File: src/rtl/jtopl_mmr2.sv
// jtopl_mmr2: CPU register front-end decoding index/data writes into timer, global and operator/channel strobes
module jtopl_mmr2 #(
  parameter int BANKS    = 1,
  parameter int BUSY_CYC = 12
) (
  input  logic       rst,
  input  logic       clk,
  input  logic       cenop,
  input  logic [7:0] din,
  input  logic       write,
  input  logic [1:0] addr,
  output logic [7:0] dout,
  input  logic       flag_A,
  input  logic       flag_B,
  output logic       busy,
  output logic [7:0] din_copy,
  output logic [7:0] latch_fnum,
  output logic       sel_bank,
  output logic [1:0] sel_group,
  output logic [2:0] sel_sub,
  output logic       up_mult,
  output logic       up_ksl_tl,
  output logic       up_ar_dr,
  output logic       up_sl_rr,
  output logic       up_fnum,
  output logic       up_fbcon,
  output logic [7:0] value_A,
  output logic [7:0] value_B,
  output logic       load_A,
  output logic       load_B,
  output logic       flagen_A,
  output logic       flagen_B,
  output logic       clr_flag,
  output logic       csm,
  output logic       nts,
  output logic       new_mode
);
  logic [7:0] selreg, cnt;
  logic       selbank, drop, acc, bank_in, op_hit, ch_hit, glob0;
  logic [1:0] ch_grp;
  logic [3:0] ch_sub4;
  assign busy    = cnt != 8'd0;
  assign acc     = write & addr[0] & ~busy;
  assign bank_in = (BANKS == 2) ? addr[1] : 1'b0;
  assign glob0   = acc & ~selbank;
  assign op_hit  = selreg[7:5] >= 3'd1 && selreg[7:5] <= 3'd4 && selreg[2:0] <= 3'd5 && selreg[4:3] != 2'd3;
  assign ch_hit  = selreg[7:4] >= 4'hA && selreg[7:4] <= 4'hC && selreg[3:0] <= 4'd8;
  assign ch_grp  = selreg[3:0] >= 4'd6 ? 2'd2 : selreg[3:0] >= 4'd3 ? 2'd1 : 2'd0;
  assign ch_sub4 = selreg[3:0] - {1'b0, ch_grp, 1'b0} - {2'b0, ch_grp};
  // strobes hold until the first cenop after being set; a fresh set beats the clear
  always_ff @(posedge clk) begin
    if (rst) begin
      selreg <= 8'd0; selbank <= 1'b0; cnt <= 8'd0; drop <= 1'b0; dout <= 8'd0;
      din_copy <= 8'd0; latch_fnum <= 8'd0; sel_bank <= 1'b0; sel_group <= 2'd0; sel_sub <= 3'd0;
      up_mult <= 1'b0; up_ksl_tl <= 1'b0; up_ar_dr <= 1'b0; up_sl_rr <= 1'b0; up_fnum <= 1'b0; up_fbcon <= 1'b0;
      value_A <= 8'd0; value_B <= 8'd0; load_A <= 1'b0; load_B <= 1'b0;
      flagen_A <= 1'b1; flagen_B <= 1'b1; clr_flag <= 1'b0; csm <= 1'b0; nts <= 1'b0; new_mode <= 1'b0;
    end else begin
      if (write & ~addr[0]) begin
        selreg  <= din;
        selbank <= bank_in;
      end
      cnt <= acc ? 8'(BUSY_CYC) : (cenop && busy) ? cnt - 8'd1 : cnt;
      if (write & addr[0] & busy) drop <= 1'b1;
      else if (glob0 && selreg == 8'h04 && din[7]) drop <= 1'b0;
      if (acc) din_copy <= din;
      if (acc & (op_hit | ch_hit)) begin
        sel_bank  <= selbank;
        sel_group <= op_hit ? selreg[4:3] : ch_grp;
        sel_sub   <= op_hit ? selreg[2:0] : ch_sub4[2:0];
      end
      if (acc && ch_hit && selreg[7:4] == 4'hA) latch_fnum <= din;
      up_mult   <= (acc && op_hit && selreg[7:5] == 3'd1) | (up_mult & ~cenop);
      up_ksl_tl <= (acc && op_hit && selreg[7:5] == 3'd2) | (up_ksl_tl & ~cenop);
      up_ar_dr  <= (acc && op_hit && selreg[7:5] == 3'd3) | (up_ar_dr & ~cenop);
      up_sl_rr  <= (acc && op_hit && selreg[7:5] == 3'd4) | (up_sl_rr & ~cenop);
      up_fnum   <= (acc && ch_hit && selreg[7:4] == 4'hB) | (up_fnum & ~cenop);
      up_fbcon  <= (acc && ch_hit && selreg[7:4] == 4'hC) | (up_fbcon & ~cenop);
      if (glob0 && selreg == 8'h02) value_A <= din;
      if (glob0 && selreg == 8'h03) value_B <= din;
      if (glob0 && selreg == 8'h04) begin
        flagen_A <= ~din[6];
        flagen_B <= ~din[5];
        {load_B, load_A} <= din[1:0];
      end
      clr_flag <= (glob0 && selreg == 8'h04) ? din[7] : clr_flag & ~cenop;
      if (glob0 && selreg == 8'h08) begin
        csm <= din[7];
        nts <= din[6];
      end
      if (BANKS == 2 && acc && selbank && selreg == 8'h05) new_mode <= din[0];
      dout <= {(flag_A & flagen_A) | (flag_B & flagen_B), flag_A, flag_B, 4'd0, drop};
    end
  end
endmodule

File: config.mk
export PLATFORM = sky130hd
export DESIGN_NAME = jtopl_mmr2
export DESIGN_NICKNAME = d
export VERILOG_FILES = /design/src/rtl/jtopl_mmr2.sv
export SDC_FILE = /design/constraint.sdc
export NUM_CORES = 1
export LEC_CHECK = 0
export CAP_MARGIN = 20
export CORE_MARGIN = 2
export CORE_UTILIZATION = 49
export DETAILED_ROUTE_END_ITERATION = 6
export PLACE_DENSITY = 0.84
export REMOVE_ABC_BUFFERS = 1
export SLEW_MARGIN = 5
export SYNTH_ARGS = -nofsm -noshare
export SYNTH_HDL_FRONTEND = slang
export SYNTH_SLANG_ARGS = --single-unit
File: constraint.sdc
create_clock -name clk -period 2.6 [get_ports clk]
set_clock_uncertainty 0.05 [all_clocks]
set_input_delay 0.52 -clock clk [delete_from_list [all_inputs] [get_ports clk]]
set_output_delay 0.52 -clock clk [all_outputs]
set_load 0.01 [all_outputs]
# [After elaboration in Yosys (flattened, before gate mapping)]
# Index checks and enable logic that the tools add are counted.
[classes] order_cmp=8 n_eq_ne=12 bitwise_logic=27 add_sub_neg=3 mux=9 reduce_logical=24
[ops] op="logical AND 1 bit" n=20
[ops] op="== test 8 x 2 -> 1 bit (second input constant)" n=2
[ops] op="bitwise AND 1 bit" n=14
[ops] op="== test 4 bit (second input constant)" n=3
[ops] op="== test 8 x 3 -> 1 bit (second input constant)" n=1
[ops] op="== test 8 x 4 -> 1 bit (second input constant)" n=1
[ops] op="<= comparator 4 bit (second input constant)" n=2
[ops] op="two-way mux 4 bit" n=2
[ops] op="bitwise OR 1 bit" n=8
[ops] op="nonzero test 8 bit" n=1
[ops] op="subtractor 8 x 1 -> 8 bit (second input constant)" n=1
[ops] op="== test 3 x 2 -> 1 bit (second input constant)" n=2
[ops] op="<= comparator 3 bit (second input constant)" n=2
[ops] op="NOT 1 bit" n=5
[ops] op="greater-or-equal comparator 4 x 2 -> 1 bit (second input constant)" n=1
[ops] op="greater-or-equal comparator 4 x 3 -> 1 bit (second input constant)" n=1
[ops] op="greater-or-equal comparator 4 bit (second input constant)" n=1
[ops] op="two-way mux 1 bit" n=4
[ops] op="two-way mux 2 bit" n=2
[ops] op="nonzero test 2 bit" n=2
[ops] op="== test 3 x 1 -> 1 bit (second input constant)" n=1
[ops] op="== test 3 bit (second input constant)" n=1
[ops] op="greater-or-equal comparator 3 x 1 -> 1 bit (second input constant)" n=1
[ops] op="two-way mux 3 bit" n=1
[ops] op="other kinds (4)" n=4
[word_totals] out_inout_bits=61 input_bits=16 word_cells=108 reg_bits=75

# [Depth between registers and ports, before layout]
# Gate-level depths: netlist (run 1).
[logic_depth] ltp_word=7 mapped_depth=10 depth_no_buf=9

# [Worst setup path after synthesis (run 1)]
# OpenSTA, ideal clock, no wires.
[synth_path] path_type="register to register" start="register cnt[0]" end="register latch_fnum[0]" arrival_ns=1.922 setup_time_ns=0.128 required_time_ns=2.422 stages_incl_launch_ff=9 period_less_slack_ns=2.100 n_path_buf=1 setup_slack_ns=0.500 path_cell_list="dfxtp_1 -> inv_1 -> ha_1 -> nor3b_1 -> nand4_1 -> nor4b_1 -> buf_4 -> mux2i_1 -> nor2_1"
[synth_via] elab_chain_cells=5
[synth_lines] item="from (decl)" line_no="38" text="logic [7:0] selreg, cnt;"
[synth_lines] item="from (signal assigned)" line_no="63" text="cnt <= acc ? 8'(BUSY_CYC) : (cenop && busy) ? cnt - 8'd1 : cnt;"
[synth_lines] item="nonzero test 8 bit" line_no="42" text="assign busy = cnt != 8'd0;"
[synth_lines] item="NOT 1 bit" line_no="43" text="assign acc = write & addr[0] & ~busy;"
[synth_lines] item="bitwise AND 1 bit" line_no="43"
[synth_lines] item="logical AND 1 bit (2 in series)" line_no="72" text="if (acc && ch_hit && selreg[7:4] == 4'hA) latch_fnum <= din;"
[synth_lines] item="to (signal assigned)" line_no="72"
[synth_lines] item="to (decl)" line_no="17" text="output logic [7:0] latch_fnum,"
# Every way passes these cells.
# A chain may end at the register's enable or synchronous reset.

# [Worst setup path in the final report (run 1)]
[layout_path] start="register cnt[0]" end="output port busy"
[layout_via] elab_chain_cells=1
[layout_lines] item="nonzero test 8 bit" line_no="42"
[layout_lines] item="to (decl)" line_no="15" text="output logic busy,"
# Every way passes these cells.

==> impl_metrics.yaml, run 1 <==
power_and_ir_drop:
  power.density_nw_per_um2: 734
  vdd_drop_max_v: 0.000499
  p_sw_share_pct: 32.8
  p_total_mw: 2.98
  cellLeakagePower_nw: 1.54
  p_int_mw: 2.00
  power_frac_seq_pct: 43.0
  switchingPower_uw: 978
  clkPwrFrac_pct: 30.2
  pwr-share-comb_pct: 26.8
setup_path:
  worstSetupStartpoint: "cnt[0]"
  worstPathArrival_ns: 1.83
  endpoint_kind: "output pin"
  startpoint_type: "flip-flop"
  cp_slowest_stage_delay_ns: 0.54
  r2r_end: "latch_fnum[4]"
  required_ns: 2.03
  ff2ff_path_depth: 8
  worstPathMaxFanout: 4
  rrSetupSlack_ns: 0.36
  crit_path_cell_trace: "inv_1 > ha_1 > nor3b_2 > nand2_1 > clkdlybuf4s50_1"
  worstReg2RegStart: "cnt[0]"
  crit_end: "busy"
  worstSetupPathType: "reg -> out"
  cp_slowest_cell: "clkdlybuf4s50_1"
routing:
  vias: 2559
  post_drt_via_cell_ratio: 5.29
  ant_nets: 0
  wl_per_cell_um: 14.7
  drcViolationCount: 0
  first_iter_violations: 145
  routed_wirelength_mm: 7.13
  drt_pass1_iterations: 4
timing:
  finalHoldViolations: 0
  whs_ns: 0.409
  fmax_ghz: 0.416
  drv_slew: 0
  fin_ws_ns: 0.199
  tns_ns: 0
  tightest_slew_ns: 0.713
  setup_viol_count_final: 0
  period_minus_slack_ns: 2.40
  period_share_pct: 92.4
  slew_headroom_pct: 52.5
  rsz0062_at_grt: "false"
cts:
  cts_tree: "built"
  h-tree-depth: 3
  clkSlewWorstSetupHoldPaths_ns: 0.08
  cts_sinks: 71
  cts_buffer_depth: 2
  root_buffer: "clkbuf_8"
  clk_latency_ns: 0.35
  cts_made_buffers: 9
  postCtsSetupRepairBufs: 0
  holdBufCountCts: 0
synthesis:
  seq_area_frac_synth_pct: 46.5
  ys_async_sr_fraction_pct: 0
  syn_area_per_cell_um2: 9.27
  synth_top_family_by_area: "simple AND/OR/NAND/NOR gates"
  ys_types: 47
  syn_inst: 330
  synth_compound_area_share_pct: 8.75
  synth_area_um2: 3060
  yosys.area_share.xor_xnor_pct: 1.43
  synth-simple-area-share_pct: 23.4
  yosysWarnings: 0
  synth_fa_ha_area_share_pct: 1.88
  synth_edf_count: 0
  synth.area.mux_share_pct: 12.8
  synthFlopType: "dfxtp_1"
  synth-seq-cells: 71
die:
  die_area_um2: 6890
  die-height_um: 83.0
  die_w_um: 83.0
  start_util_pct: 51.1
  num_io_pins: 77
  core-area_um2: 5990
  rows: 28
run:
  maxCapViolCount: 0
final_layout:
  final_common_cell: "dfxtp_1"
  antenna_cells: 0
  nNetsFinal: 424
  final_util_pct: 67.7
  final_cell_mix: "71 x dfxtp_1, 68 x clkdlybuf4s50_1, 53 x nor2_1, 38 x mux2i_1, 25 x a21oi_1"
  area_delta_synth_final_pct: 32.6
  drive_gt1_share_pct: 11.2
  fillers: 457
global_routing:
  grt_pass1_wl_mm: 11.5
  grt_usage_pct: 20.7
  grt_max_degree: 39
  grt_pass1_vias: 2412
  overflow: 0
  antenna_found_initial: 0
placed_design:
  routabilityCongestion: 0.812
  io_buffers: 69
  dp_hpwl_mm: 5.03
  dp_slack_ns: 0.180
worst_hold_path:
  min_path_type: "reg -> reg"
run_status:
  status: "finished, final reports clean"
power by group through the flow:
stage                     clock network [mW]  logic [mW]  registers, mW
after detailed placement                   0       0.779           1.30
after floorplan                            0       0.480           1.30
after global placement                     0       0.751           1.30
after CTS                              0.913       0.785           1.28
final                                  0.899       0.798           1.28
after global routing                   0.969       0.868           1.29
logic make-up (layout without fill, tap and decap cells):
kind of cell | count (synthesis) | in the layout
flip-flops | 71 | 71
multiplexers | 39 | 39
adder cells (fa/ha/maj) | 4 | 4
AND/OR/NAND/NOR | 133 | 133
other | 1 | 6
AO/OA/AOI/OAI | 44 | 44
XOR/XNOR | 5 | 5
buffers and inverters | 33 | 107
cells in the mapped netlist, types with 2 or more instances:
cell type   n  share of area [%]
nand3b_1    3               0.74
nor2_1     53                6.5
nand2_1    22                2.7
a21oi_1    25                4.1
mux2i_1    38                 12
nand3_1    10                1.6
and4_1      2               0.57
dfxtp_1    71                 46
a211oi_1    2               0.49
clkbuf_1   18                2.2
o211ai_1    2               0.49
ha_1        3                1.2
nor3b_1     4               0.98
buf_4       7                1.7
nand2b_1    9                1.8
nor3_1     10                1.6
nor2b_1     7                1.4
nand4_1     3               0.61
a31o_2      2               0.57
xor2_1      4                1.1
inv_1       6               0.74
o21ai_0     4               0.65
registers in the layout, indices dropped and copies added (netlist names), 2 cells and up:
| name | count |
|---|---|
| cnt | 8 |
| din_copy | 8 |
| latch_fnum | 8 |
| selreg | 8 |
| value_A | 8 |
| value_B | 8 |
| dout | 4 |
| sel_sub | 3 |
| sel_group | 2 |
worst max-delay path, delay by kind of cell, from the launching register on:
family / cells / cell delay (ns)
adders and majority gates: 1 / 0.23
buffers and inverters: 2 / 0.62
DFF: 1 / 0.36
and+or+nand+nor: 2 / 0.28
cell type report:
| type | instances | area, um2 | area share [%] |
|---|---|---|---|
| Inverter | 6 | 22.5 | 0.555 |
| Multi-Input combinational cell | 231 | 1510 | 37.2 |
| Tap cell | 75 | 93.8 | 2.31 |
| Clock buffer | 9 | 124 | 3.05 |
| Clock inverter | 7 | 78.8 | 1.94 |
| Timing Repair Buffer | 85 | 806 | 19.9 |
| Sequential cell | 71 | 1420 | 35.1 |
how the worst min path moves through the flow:
stage / startpoint / to / slack (ns) / cells after the start
3_5_place_dp: din_copy[6] / din_copy[6] / 0.40 / 2
4_1_cts: din_copy[6] / din_copy[6] / 0.41 / 2
2_1_floorplan: drop / dout[0] / 0.38 / 1
3_3_place_gp: din_copy[5] / din_copy[5] / 0.39 / 2
5_1_grt: din_copy[3] / din_copy[3] / 0.43 / 2
6_report: din_copy[6] / din_copy[6] / 0.41 / 2
routing by layer:
metal  up-vias  part of all wire, %  track usage [%]
met1      1185                   43             25.8
li1       1265                    -                -
met2        99                   47             32.6
met4         0                  1.4             7.00
met3        10                  8.1             8.15
met5         -                    0                0
metrics by stage:
| step | cells | area [um2] |
|---|---|---|
| after floorplan | 308 | 2940 |
| after global placement | 468 | 3850 |
| after detailed placement | 468 | 3850 |
| after CTS | 484 | 4050 |
| after global routing | 484 | 4060 |
| final | 484 | 4060 |
timing repair:
action	4_1_cts	5_1_grt
hold endpoints to repair	0	0
endpoints found under the setup margin	0	8
resized for setup	0	1
Power figures use the tool's default switching activity.
==> run 2: changes to the inputs <==
--- a/config.mk
+++ b/config.mk
@@ -7,11 +7,11 @@
 export LEC_CHECK = 0
 export CAP_MARGIN = 20
 export CORE_MARGIN = 2
-export CORE_UTILIZATION = 49
+export CORE_UTILIZATION = 52
+export CTS_CLUSTER_SIZE = 14
 export DETAILED_ROUTE_END_ITERATION = 6
-export PLACE_DENSITY = 0.84
+export PLACE_DENSITY = 0.88
 export REMOVE_ABC_BUFFERS = 1
-export SLEW_MARGIN = 5
 export SYNTH_ARGS = -nofsm -noshare
 export SYNTH_HDL_FRONTEND = slang
 export SYNTH_SLANG_ARGS = --single-unit
==> constraint.sdc (replaced) <==
create_clock -name clk -period 2.9 [get_ports clk]
set_clock_uncertainty 0.05 [all_clocks]
set_input_delay 0.58 -clock clk [delete_from_list [all_inputs] [get_ports clk]]
set_output_delay 0.58 -clock clk [all_outputs]
set_load 0.01 [all_outputs]
==> run 2 against run 1 <==
Effect of this change: worst hold slack worse by 0.0038 ns; global-route usage increased by 3.5 points; non-clock buffer count shrank 8; utilization up 4.0 points; final cell count down 2.3%; setup slack worse by 0.0076 ns; design area shrank 0.86%; clock power rose by 5.0%; largest cell class unchanged.
==> impl_metrics.yaml, run 2 (synthesis gave the netlist of run 1 again) <==
power_and_ir_drop:
  cellLeakagePower_nw: 1.53
  switchingPower_uw: 850
  power.density_nw_per_um2: 693
  power_frac_seq_pct: 41.4
  p_sw_share_pct: 30.5
  pwr-share-comb_pct: 24.8
  p_int_mw: 1.94
  vdd_drop_max_v: 0.000459
  clkPwrFrac_pct: 33.9
setup_path:
  cp_slowest_cell: "clkdlybuf4s50_1"
  endpoint_kind: "output pin"
  critical_path_buf_inv_count: 2
  cp_top_family: "buffers and inverters"
  cp_slowest_stage_delay_ns: 0.51
  worstPathArrival_ns: 2.08
  worstSetupPathType: "reg -> out"
  worstPathMaxFanout: 4
  required_ns: 2.27
  crit_path_cell_trace: "inv_1 > ha_1 > nor3b_1 > nand2_1 > clkdlybuf4s50_1"
  startpoint_type: "flip-flop"
timing:
  setup_viol_count_final: 0
  drv_slew: 0
  fin_ws_ns: 0.191
  whs_ns: 0.405
  period_share_pct: 93.4
  finalHoldViolations: 0
  fmax_ghz: 0.369
  slew_headroom_pct: 53.6
  rsz0062_at_grt: "false"
  tightest_slew_ns: 0.695
  period_minus_slack_ns: 2.71
cts:
  h-tree-depth: 3
  cts_made_buffers: 9
  clk_latency_ns: 0.35
  root_buffer: "clkbuf_8"
  ctsResizeCount: 0
  clkSlewWorstSetupHoldPaths_ns: 0.08
  holdBufCountCts: 0
  cts_tree: "built"
  cts_sinks: 71
  postCtsSetupRepairBufs: 0
  cts_buffer_depth: 2
routing:
  post_drt_via_cell_ratio: 5.54
  drcViolationCount: 0
  vias: 2622
  routed_wirelength_mm: 7.39
  drt_pass1_iterations: 5
  wl_per_cell_um: 15.6
  first_iter_violations: 243
  ant_nets: 0
final_layout:
  regArea_um2: 1420
  area_delta_synth_final_pct: 31.4
  multi_input_area_um2: 1500
  nNetsFinal: 416
  final_common_cell: "dfxtp_1"
  fillers: 411
  drive_gt1_share_pct: 8.98
  final_cell_mix: "71 x dfxtp_1, 68 x clkdlybuf4s50_1, 53 x nor2_1, 38 x mux2i_1, 25 x a21oi_1"
  post_layout_nonfiller_instances: 473
  antenna_cells: 0
  final_util_pct: 71.7
placed_design:
  dp_hpwl_mm: 4.98
  placed_cells: 457
  dp_slack_ns: 0.283
  io_buffers: 69
  routabilityCongestion: 0.925
run:
  maxCapViolCount: 0
die:
  die-height_um: 80.7
  num_io_pins: 77
  rows: 27
  die_area_um2: 6510
  start_util_pct: 54.6
  die_w_um: 80.7
  core-area_um2: 5610
global_routing:
  grt_pass1_wl_mm: 12.0
  grt_usage_pct: 24.2
  antenna_found_initial: 0
  overflow: 0
  grt_max_degree: 37
  grt_pass1_vias: 2475
worst_hold_path:
  min_path_type: "reg -> reg"
run_status:
  status: "finished, final reports clean"
==> run 2: stage by stage <==
step | TNS [ns] | instance area (um2) | total power [mW]
final | 0 | 4020 | 2.79
after global routing | 0 | 4020 | 2.92
after CTS | 0 | 4020 | 2.79
after detailed placement | 0 | 3780 | 1.84
after global placement | 0 | 3780 | 1.82
after floorplan | -3.02 | 2940 | 1.60
==> run 2: worst reg2reg max path, stage by stage (launching register included) <==
cell and delay [ns]:
dfxtp_1 0.34, inv_1 0.11, ha_1 0.17, nor3b_1 0.43, nand4_1 0.47, nor4b_2 0.37, buf_4 0.26, mux2i_1 0.25
nor2_1 0.06
==> run 2: final timing paths <==
check	startpoint	to	slack, ns	cells past startpoint
max	cnt[0]	busy	0.19	5
max reg2reg	cnt[0]	latch_fnum[7]	0.29	8
min	din_copy[7]	din_copy[7]	0.41	2
min reg2reg	din_copy[7]	din_copy[7]	0.41	2
==> run 2: final cells by class <==
cell class | count | area share, %
Multi-Input combinational cell | 231 | 37.4
Sequential cell | 71 | 35.4
Timing Repair Buffer | 77 | 18.5
Clock buffer | 10 | 3.17
Clock inverter | 6 | 2.71
Tap cell | 72 | 2.24
Inverter | 6 | 0.560
==> run 2: power by group through the flow <==
stage	Sequential, mW	Combinational (mW)	Clock, mW
after floorplan	1.17	0.430	0
after global placement	1.17	0.650	0
after detailed placement	1.17	0.671	0
after CTS	1.15	0.686	0.950
after global routing	1.16	0.761	0.991
final	1.15	0.690	0.944
==> run 2: routing by layer <==
metal  up-vias  wire length, um  global-route usage (%)
li1       1251                -                       -
met1      1217             3110                    29.7
met2       129             3420                    38.0
met3        25              715                    10.0
met4         0              139                    9.15
met5         -                0                       0
